File: config.mk
export PLATFORM = sky130hd
export DESIGN_NAME = store_unit
export DESIGN_NICKNAME = d
export VERILOG_FILES = /design/src/rtl/store_unit.sv
export SDC_FILE = /design/constraint.sdc
export NUM_CORES = 1
export LEC_CHECK = 0
export ABC_AREA = 1
export BUFFER_PORTS_ARGS = -buffer_cell sky130_fd_sc_hd__clkbuf_2
export CORE_MARGIN = 4
export CORE_UTILIZATION = 54
export CTS_CLUSTER_DIAMETER = 30
export DETAILED_ROUTE_END_ITERATION = 8
export PLACE_DENSITY = 0.78
export SYNTH_ARGS = -nofsm -noshare
export SYNTH_HDL_FRONTEND = slang
export SYNTH_SLANG_ARGS = --single-unit
export TNS_END_PERCENT = 100
File: constraint.sdc
create_clock -name clk -period 2.46 [get_ports clk]
set_input_delay 0.369 -clock clk [delete_from_list [all_inputs] [get_ports clk]]
set_output_delay 0.369 -clock clk [all_outputs]
set_load 0.005 [all_outputs]
File: src/rtl/store_unit.sv
// Store unit: serialises a 1/4/8-byte register value onto a byte-wide memory
// write port, little-endian. Define STORE_ALIGN_CHECK_EN to reject misaligned stores.
module store_unit #(
  parameter int ADDR_W = 16
) (
  input  logic              clk,
  input  logic              rst_n,
  input  logic              st_valid,
  output logic              st_ready,
  input  logic [ADDR_W-1:0] st_addr,
  input  logic [63:0]       st_data,
  input  logic [1:0]        st_size,
  output logic              mem_req,
  input  logic              mem_ack,
  output logic [ADDR_W-1:0] mem_addr,
  output logic [7:0]        mem_wdata,
  output logic              st_done,
  output logic              st_err
);

  // Handshakes: a request transfers on an edge with st_valid & st_ready;
  // a memory beat transfers on an edge with mem_req & mem_ack.
  typedef enum logic [1:0] {IDLE, WRITE, DONE} state_e;

  state_e            state_q, state_d;
  logic [2:0]        idx_q, idx_d;
  logic [3:0]        cnt_q, cnt_d;
  logic [ADDR_W-1:0] addr_q, addr_d;
  logic [63:0]       data_q, data_d;
  logic              last_beat;
`ifdef STORE_ALIGN_CHECK_EN
  logic              err_q, err_d;
  logic              misaligned;

  assign misaligned = ((st_size == 2'd1) && (st_addr[1:0] != 2'b00)) ||
                      (st_size[1] && (st_addr[2:0] != 3'b000));
`endif

  assign last_beat = ({1'b0, idx_q} == (cnt_q - 4'd1));

  always_ff @(posedge clk or negedge rst_n) begin
    if (!rst_n) begin
      state_q <= IDLE;
      idx_q   <= '0;
      cnt_q   <= '0;
      addr_q  <= '0;
      data_q  <= '0;
`ifdef STORE_ALIGN_CHECK_EN
      err_q   <= 1'b0;
`endif
    end else begin
      state_q <= state_d;
      idx_q   <= idx_d;
      cnt_q   <= cnt_d;
      addr_q  <= addr_d;
      data_q  <= data_d;
`ifdef STORE_ALIGN_CHECK_EN
      err_q   <= err_d;
`endif
    end
  end

  always_comb begin
    state_d   = state_q;
    idx_d     = idx_q;
    cnt_d     = cnt_q;
    addr_d    = addr_q;
    data_d    = data_q;
`ifdef STORE_ALIGN_CHECK_EN
    err_d     = err_q;
`endif
    st_ready  = 1'b0;
    mem_req   = 1'b0;
    mem_addr  = '0;
    mem_wdata = '0;
    st_done   = 1'b0;
    st_err    = 1'b0;

    case (state_q)
      IDLE: begin
        st_ready = 1'b1;
        if (st_valid) begin
          addr_d = st_addr;
          data_d = st_data;
          idx_d  = '0;
          case (st_size)
            2'd0:    cnt_d = 4'd1;
            2'd1:    cnt_d = 4'd4;
            default: cnt_d = 4'd8;
          endcase
`ifdef STORE_ALIGN_CHECK_EN
          err_d   = misaligned;
          state_d = misaligned ? DONE : WRITE;
`else
          state_d = WRITE;
`endif
        end
      end
      WRITE: begin
        // Address/data are pure functions of held registers, so they stay frozen while stalled.
        mem_req   = 1'b1;
        mem_addr  = addr_q + ADDR_W'(idx_q);
        mem_wdata = data_q[{idx_q, 3'b000} +: 8];
        if (mem_ack) begin
          if (last_beat) state_d = DONE;
          else           idx_d   = idx_q + 3'd1;
        end
      end
      DONE: begin
        st_done = 1'b1;
`ifdef STORE_ALIGN_CHECK_EN
        st_err  = err_q;
`endif
        state_d = IDLE;
      end
      default: state_d = IDLE;
    endcase
  end

endmodule

==> results by group, run 1 <==
Run status
  – Run status: finished, violations left
  – Violated checks: negative setup slack

Timing
  – Tmin final: 2473 ps
  – Hold Fails Final Rpt: 0
  – RSZ-0062 raised after global routing: true
  – Final worst setup slack: -12.86 ps
  – Fin crit share: 1.005
  – Fmax: around 400 MHz
  – Slew of the pin with the lowest slew margin: roughly 740 ps
  – Endpoints failing setup: 2
  – Worst rel slew slack: 0.5065
  – Final-report max-slew violation count: 0
  – Clock Skew: around 9.6 ps

Power and ir drop
  – Leakage: 3.090 nW
  – Peak supply drop: slightly below 0.5 mV
  – Power density over the cells: 1209 nW/µm²

Critical path
  – R2r setup slk: 850 ps
  – Stages on the worst setup path: 9
  – Max stage delay on crit path: 370 ps
  – CP Cell Sequence: ha_2, inv_2, fa_2, inv_2, nand2_4, a21oi_4, nand3_2, a21oi_1, clkbuf_2
  – CP Capture Type: primary output
  – CP most frequent cell: inv_2
  – Slowest CP cell: dfrtp_1
  – Worst reg2reg startpoint: state_q[0]
  – Setup Crit Path Kind: register to primary output
  – Critical path required time: around 2100 ps
  – Worst R2R Path Depth: 6
  – Crit-path max FO: 5
  – Crit path from: idx_q[0]
  – Critical Path Sink: mem_addr[12]
  – Top delay family on crit path: adder cells
  – Worst EP arrival: roughly 2100 ps
  – Capturing point of the worst reg2reg path: data_q[19]
  – CP bufs+invs: 3
  – CP startpoint kind: register

Logic synthesis
  – Ys flop type: dfrtp_1
  – Post-Synthesis Cells: 650
  – Yosys top cell by area: dfrtp_1
  – Area share of the largest cell type after synthesis: 0.4763
  – Mapped cell area: between 4000 and 5000 µm²
  – Asr flop ratio synth: 1.000
  – Top-count cell post-synth: nand2_1
  – Syn_area_per_cell: around 7 µm²
  – Net Count, Synth: around 740
  – Syn. warnings: 0
  – #FFs+latches synth: a little under 90
  – Post-synth EDFFs: 0
  – Library cells used by synthesis: 27
  – Synth top cells by count: 309 x nand2_1, 88 x dfrtp_1, 73 x nor2_1
  – Dominant cells by area after synthesis: dfrtp_1 48%, nand2_1 25%, nor2_1 5.9%
  – Sequential element share of the synthesized area: 0.4763

Global routing
  – Tot GR Track Use: 0.2414
  – Vias in the first global route: between 4000 and 5000
  – Gr ovfl total: 0
  – Initial antenna violation count: 0
  – First-pass GRT wire length: 19430 µm
  – Largest net degree at the start of global routing: 76

Route
  – Metal3 WL: ~810 µm
  – Remaining antenna violation count: 0
  – Routed met1 length: between 5000 and 6000 µm
  – Max layer used: met4
  – Avg Vias per Cell: around 5.2
  – Routed wire length per instance: about 14 µm
  – Initial drt markers: approximately 270
  – Post-Route WL: 11980 µm
  – DRT Pass-1 Iters: 5
  – Residual DRC: 0
  – Via count: roughly 4500
  – WL met2: 5480 µm

Finish
  – Multi-input gate area: 2205 µm²
  – Layout cell share with drive strength beyond 1: 0.2282
  – Final core utilization: 0.6724
  – Finished Layout Cells: ~860
  – Reg area: between 2000 and 2500 µm²
  – Nets@finish: roughly 850
  – # diodes: 0
  – FILL cells: between 700 and 800
  – Area grow syn2layout: 20.11%

Place
  – Port Buffer Count: 112
  – Detailed placement HPWL: roughly 8400 µm
  – Placed instance count: ~840
  – Final RePlAce weighted congestion: about 0.9

Min path
  – HP Start: st_data[55]
  – Worst Hold Class: primary input to register

Floorplanning
  – Number of top-level pins: approximately 110
  – Std-Cell Core Area: 8258 µm²
  – Die area: 10110 µm²
  – Initial core utilization: 0.5598
  – Die height: a little over 100 µm
  – Die Span X: approximately 100 µm
  – Row count: 33

Clock tree
  – CTS root buf: clkbuf_8
  – CTS sink cnt: 88
  – H-tree Lvls: 3
  – Skew-Pair Late Insertion Delay: between 300 and 400 ps
  – Total CTS buffers: 9
  – CTS tree: built
  – Bufs on Longest Clock Path: 2
  – Clock slew at reported path FFs: 100 ps

Run
  – Maxcap violations: 0
-- stage by stage --
step / TNS [ps] / cell area (µm²) / setup slack (ps) / power [mW] / hold slack (ps)
detailed placement: 0 / 5195 / 319.7 / 5.552 / 380.8
global route: -542.4 / 5553 / -125.3 / 7.316 / 184.2
floorplan: 0 / 4623 / 381.4 / 4.627 / 73.41
CTS: 0 / 5431 / 8.112 / 6.589 / 174.8
finish: -23.66 / 5553 / -12.86 / 6.712 / 186.1
global placement: 0 / 5195 / 366.7 / 5.483 / 383.5
-- what timing repair did --
action,in CTS,in global routing
hold endpoints to repair,39,0
gates resized for setup,6,32
hold buffers,1,0
setup buffers,3,2
pin swaps,4,13
cloned,0,0
endpoints found under the setup margin,4,18
-- layout by cell type (no fill, tap or decap), types with 3 or more instances in the layout --
cell / count
nand2_1: 303
a21oi_2: 3
ha_1: 4
clkbuf_8: 10
nand2_2: 5
buf_4: 9
buf_2: 3
inv_1: 28
a21oi_1: 17
o21ai_0: 37
nand3_2: 3
nand3_1: 19
dfrtp_1: 88
nor2_4: 5
nand2_4: 3
nor2_1: 70
o21ai_1: 10
clkbuf_2: 108
inv_2: 5
nand4_1: 3
-- cell families (layout without fill, tap and decap cells) --
| logic type | count (synthesis) | in the layout | synth area share |
|---|---|---|---|
| other | 1 | 1 | 0.0008111 |
| AO/OA/AOI/OAI | 71 | 71 | 0.07876 |
| adder cells (fa/ha/maj) | 6 | 6 | 0.01786 |
| buffers and inverters | 67 | 175 | 0.07280 |
| flip-flops | 88 | 88 | 0.4763 |
| XOR/XNOR | 1 | 1 | 0.001895 |
| AND/OR/NAND/NOR | 416 | 416 | 0.3516 |
-- worst min-delay path: cells and delay by family --
kind                   cells  cell delay [ps]
buffers and inverters      1               70
and+or+nand+nor            2               80
-- how the worst min path moves through the flow --
stage | to | slack (ps) | depth (start not counted)
floorplan | addr_q[0] | 70 | 0
global placement | data_q[3] | 380 | 1
detailed placement | data_q[2] | 380 | 1
CTS | data_q[55] | 170 | 3
global route | data_q[22] | 180 | 3
finish | data_q[55] | 190 | 3
-- layout make-up --
type / count / area share
Clock inverter: 6 / 0.009238
Sequential cell: 88 / 0.3966
Tap cell: 105 / 0.02366
Timing Repair Buffer: 124 / 0.1233
Clock buffer: 10 / 0.02479
Inverter: 35 / 0.02546
Multi-Input combinational cell: 495 / 0.3970
-- metal layers --
metal / track usage / vias to the layer above
li1: - / 2223
met1: 0.3481 / 2089
met2: 0.3629 / 165
met3: 0.04913 / 26
met4: 0.08912 / 0
met5: 0 / -
-- power by group --
group	switching [mW]	total (mW)	internal, mW
Combinational	1.96	3.14	1.18
Clock	0.555	0.965	0.411
Sequential	0.496	2.61	2.11
-- sequential cells by signal (all words and copies together), names as in the netlist --
signal	flops
idx_q	3
cnt_q	3
addr_q	16
data_q	64
state_q	2
No activity file was read; power rests on OpenSTA's default activity.
==> run 2: changes to the inputs <==
- SKIP_CTS_REPAIR_TIMING: not set -> 1
- TNS_END_PERCENT: 100 -> 50
==> run 2 against run 1 <==
Against the previous run: the run now ends clean; critical endpoint is now mem_addr[10]; routed wire length down 2.4%; largest cell class is now sequential cells; design area fell by 1.4%; clock skew about the same; hold slack got worse by 3.5 ps; register-to-register slack barely moved; flip-flop and latch count unchanged.
==> results by group, run 2 (synthesis results as in run 1) <==
Timing
  – Final worst setup slack: around 43 ps
  – Worst rel slew slack: 0.5069
  – Endpoints failing setup: 0
  – Fin crit share: 0.9825
  – RSZ-0062 raised after global routing: true
  – Final-report max-slew violation count: 0
  – Tmin final: 2417 ps
  – Slew of the pin with the lowest slew margin: 739.7 ps
  – Fmax: 413.8 MHz
  – Clock Skew: 9.962 ps
  – Hold Fails Final Rpt: 0

Global routing
  – Global Route met1 Usage: 0.3463
  – Initial antenna violation count: 0
  – Gr ovfl total: 0
  – Largest net degree at the start of global routing: 76
  – Met2 Resource Use GR: 0.3578
  – GR peak layer: met2
  – Grt met3 use: 0.04983
  – First-pass GRT wire length: slightly below 20000 µm
  – Tot GR Track Use: 0.2398
  – Vias in the first global route: 4093

Place
  – Final RePlAce weighted congestion: 0.9059
  – Pre-CTS WS: 319.7 ps
  – Port Buffer Count: between 100 and 150
  – Detailed placement HPWL: between 8000 and 9000 µm

Critical path
  – Worst EP arrival: slightly above 2000 ps
  – Top delay family on crit path: adder cells
  – CP bufs+invs: 3
  – CP Capture Type: primary output
  – Worst R2R Path Depth: 6
  – Critical Path Sink: mem_addr[10]
  – Capturing point of the worst reg2reg path: data_q[19]
  – Stages on the worst setup path: 11
  – Crit path from: idx_q[0]
  – CP Cell Sequence: ha_2, inv_2, fa_2, inv_2, nand2_4, nand2_4, nand2_4, nor2_4, nand2_1, a21oi_2, buf_2
  – Setup Crit Path Kind: register to primary output
  – Critical path required time: around 2100 ps
  – CP startpoint kind: register
  – Worst reg2reg startpoint: state_q[0]
  – Slowest CP cell: fa_2
  – R2r setup slk: between 800 and 900 ps
  – CP most frequent cell: nand2_4
  – Crit-path max FO: 4
  – Max stage delay on crit path: around 370 ps

Finish
  – Most common cell after layout, fill and taps aside: nand2_1
  – Largest regs: data_q x64, addr_q x16
  – Area grow syn2layout: 18.46%
  – Highest-count cells in the layout ignoring fill and taps: 306 x nand2_1, 110 x clkbuf_2, 88 x dfrtp_1
  – Nets@finish: about 840
  – # diodes: 0
  – Max FFs per register: 64
  – Layout cell share with drive strength beyond 1: 0.2143
  – Reg with most FFs: data_q
  – Final core utilization: 0.6632

Route
  – Remaining antenna violation count: 0
  – Residual DRC: 0
  – DRT Pass-1 Iters: 5
  – Post-Route WL: between 10000 and 15000 µm
  – Avg Vias per Cell: around 5.2
  – Routed wire length per instance: around 14 µm
  – Initial drt markers: between 200 and 250
  – Via count: between 4000 and 5000

Floorplanning
  – Number of top-level pins: 114
  – Std-Cell Core Area: around 8300 µm²
  – Die area: roughly 10000 µm²
  – Initial core utilization: 0.5598
  – Die height: roughly 100 µm
  – Die Span X: about 100 µm
  – Row count: 33

Clock tree
  – Total CTS buffers: 9
  – CTS root buf: clkbuf_8
  – Bufs on Longest Clock Path: 2
  – CTS sink cnt: between 80 and 90
  – Clock slew at reported path FFs: about 100 ps
  – H-tree Lvls: 3
  – CTS tree: built
  – Skew-Pair Late Insertion Delay: around 370 ps

Power and ir drop
  – Overall power: about 6.6 mW
  – Peak supply drop: between 0.4 and 0.5 mV
  – Power density over the cells: roughly 1200 nW/µm²
  – Leakage: slightly above 3 nW

Run status
  – Run status: finished, final reports clean

Min path
  – HP Start: st_data[55]
  – Hold depth: 3
  – Worst Hold Class: primary input to register

Run
  – Maxcap violations: 0
[run 2: cell count changes in the layout (fill, tap and decap cells not counted), sizes merged]
| cell | before | now |
|---|---|---|
| buf | 15 | 11 |
| clkbuf | 118 | 120 |
[run 2: tightest hold or removal path, cell delays in order]
cell and delay (ps):
clkbuf_2 70, nand2_1 40, nand2_1 40
[run 2: stage by stage]
| step | TNS, ps | hold WS, ps | instances | instance area [µm²] |
|---|---|---|---|---|
| 5_1_grt | -250.6 | 184.2 | 861 | 5477 |
| 3_3_place_gp | 0 | 383.5 | 842 | 5195 |
| 2_1_floorplan | 0 | 73.41 | 650 | 4623 |
| 4_1_cts | -252.0 | -17.84 | 858 | 5384 |
| 6_report | 0 | 182.7 | 861 | 5477 |
| 3_5_place_dp | 0 | 380.8 | 842 | 5195 |
[run 2: layout make-up]
class                   count  area (µm²)
fillers                   734        2781
flip-flops and latches     88        2202
multi-input cells         495        2150
repair buffers            122       665.6
inverters                  35       138.9
clock buffers              10       137.6
well taps                 105       131.4
clock inverters             6       51.30
[run 2: worst min-delay path by stage]
stage / to
finish: data_q[55]
global route: data_q[22]
CTS: data_q[2]
detailed placement: data_q[2]
global placement: data_q[3]
floorplan: addr_q[0]
[run 2: where the power goes]
group	internal, mW	total, mW	switching [mW]
combinational	1.14	3.04	1.90
clock	0.411	0.964	0.554
sequential	2.11	2.60	0.486
total	3.66	6.60	2.94
[run 2: metal layers]
| layer | routed length (µm) | share of wire | vias to the layer above |
|---|---|---|---|
| met3 | 767 | 0.066 | 21 |
| li1 | - | - | 2214 |
| met1 | 5330 | 0.46 | 2067 |
| met4 | 265 | 0.023 | 0 |
| met2 | 5324 | 0.46 | 152 |
| met5 | 0 | 0 | - |
==> run 3: changes to the inputs <==
- CORE_UTILIZATION: 54 -> 35
- PLACE_DENSITY: 0.78 -> 0.53
==> run 3 against run 2 <==
Against the previous run: non-clock buffer count rose by 1; clock skew fell by 3.9 ps; die area rose by 50%; flip-flop and latch count did not move; critical endpoint is now mem_wdata[3].
==> results by group, run 3 (synthesis results as in run 1) <==
Run status
  – Run status: finished, final reports clean

Timing
  – TNS Setup: 0 ps
  – Hold Worst Slack: between 200 and 250 ps
  – Endpoints failing setup: 0
  – Fin crit share: 0.9491
  – Clock Skew: 6.097 ps
  – Worst rel slew slack: 0.4981
  – Tmin final: between 2000 and 2500 ps
  – Hold Fails Final Rpt: 0
  – RSZ-0062 raised after global routing: true
  – Fmax: around 430 MHz
  – Slew of the pin with the lowest slew margin: ~750 ps
  – Final-report max-slew violation count: 0

Finish
  – Largest regs: data_q x64, addr_q x16
  – Nets@finish: between 800 and 900
  – Reg with most FFs: data_q
  – Area grow syn2layout: 23.27%
  – Final core utilization: 0.4462
  – Post-route cell area: 5699 µm²
  – Finished Layout Cells: just over 900
  – Layout cell share with drive strength beyond 1: 0.2166
  – # diodes: 0
  – Max FFs per register: 64
  – Highest-count cells in the layout ignoring fill and taps: 306 x nand2_1, 109 x clkbuf_2, 88 x dfrtp_1
  – Most common cell after layout, fill and taps aside: nand2_1

Route
  – Post-Route WL: around 13000 µm
  – Initial drt markers: 350
  – Max layer used: met4
  – DRT Pass-1 Iters: 5
  – WL met2: ~5900 µm
  – Metal3 WL: 747 µm
  – Avg Vias per Cell: between 4 and 5
  – Via count: ~4300
  – Remaining antenna violation count: 0
  – Routed met1 length: around 6100 µm
  – Routed wire length per instance: 13.91 µm
  – Residual DRC: 0

Power and ir drop
  – Leakage: about 3.1 nW
  – Power density over the cells: ~1300 nW/µm²
  – Peak supply drop: 0.5525 mV
  – Logic gate share of total power: 0.429
  – Int Pwr: around 4.2 mW
  – Sequential power share: 0.364
  – Switching pwr: approximately 3.0 mW
  – Clk pwr share: 0.207
  – Switching part of the total: 0.4159

Place
  – Placed instance count: slightly above 900
  – Port Buffer Count: ~110
  – Placement Cell Area: ~5300 µm²
  – Final RePlAce weighted congestion: approximately 0.9
  – Detailed placement HPWL: about 9300 µm

Min path
  – Worst Hold Class: primary input to register
  – Hold depth: 3

Global routing
  – Initial antenna violation count: 0
  – Tot GR Track Use: 0.1784
  – Gr ovfl total: 0
  – First-pass GRT wire length: ~21000 µm
  – Largest net degree at the start of global routing: 76
  – Vias in the first global route: between 4000 and 5000

Clock tree
  – Bufs on Longest Clock Path: 2
  – CTS tree: built
  – Clock slew at reported path FFs: about 70 ps
  – CTS sink cnt: roughly 90
  – Skew-Pair Late Insertion Delay: around 350 ps
  – CTS root buf: clkbuf_16
  – H-tree Lvls: 3
  – Total CTS buffers: 9

Floorplanning
  – Die Span X: 122.9 µm
  – Std-Cell Core Area: between 10000 and 15000 µm²
  – Die height: ~120 µm
  – Initial core utilization: 0.3619
  – Die area: between 15000 and 20000 µm²
  – Number of top-level pins: 114
  – Row count: around 40

Critical path
  – Slowest CP cell: buf_4
  – Worst R2R Path Depth: 7
  – Worst EP arrival: approximately 2000 ps
  – CP startpoint kind: register
  – Setup Crit Path Kind: register to primary output
  – Crit-path max FO: 37
  – Critical path required time: between 2000 and 2500 ps
  – CP Cell Sequence: buf_4, inv_4, o21ai_0, nand3_1, nand2_1, nor2_1, clkbuf_2
  – Max stage delay on crit path: roughly 360 ps
  – CP Capture Type: primary output

Run
  – Maxcap violations: 0
run 3: cell count changes in the layout (fill, tap and decap cells not counted), sizes merged:
cell	previous run	this run
inv	38	35
buf	11	13
clkbuf	120	119
bufinv	0	2
clkinvlp	0	1
run 3: per-layer routing:
layer / up-vias / GRT usage
met5: - / 0
met4: 0 / 0.04689
met3: 9 / 0.04941
met2: 105 / 0.2720
met1: 1967 / 0.2511
li1: 2215 / -
run 3: per-stage QoR:
| stage | setup slack, ps | total power, mW |
|---|---|---|
| after CTS | -32.82 | 7.174 |
| after floorplan | 381.4 | 4.627 |
| final | 125.3 | 7.140 |
| after detailed placement | 346.9 | 5.648 |
| after global placement | 342.4 | 5.614 |
| after global routing | -6.662 | 7.814 |
run 3: power groups by stage:
stage          logic, mW  clock network [mW]  registers [mW]
2_1_floorplan       2.18                   0            2.44
3_3_place_gp        3.00                   0            2.62
3_5_place_dp        3.04                   0            2.61
4_1_cts             3.06                1.52            2.60
5_1_grt             3.54                1.58            2.69
6_report            3.06                1.48            2.60
run 3: worst paths after layout:
check / to / slack [ps] / from
worst max-delay path: mem_wdata[3] / 130 / idx_q[0]
worst min-delay path: data_q[10] / 210 / st_data[10]
worst max register to register: state_q[0] / 800 / idx_q[0]
worst min register to register: data_q[56] / 470 / data_q[56]
max in group asynchronous: data_q[59] / 1280 / rst_n
min in group asynchronous: data_q[3] / 510 / rst_n
run 3: critical path: cells and delay by family, from the launching register on:
| family | cells | cell delay [ps] |
|---|---|---|
| buf+inv | 3 | 680 |
| simple gates | 3 | 260 |
| flops | 1 | 350 |
| compound gates | 1 | 300 |
run 3: layout make-up:
type,count,area (µm²)
inverters,35,140.1
flip-flops and latches,88,2202
clock inverters,6,91.34
fillers,1359,7074
well taps,172,215.2
repair buffers,123,685.7
clock buffers,10,229.0
multi-input cells,495,2136
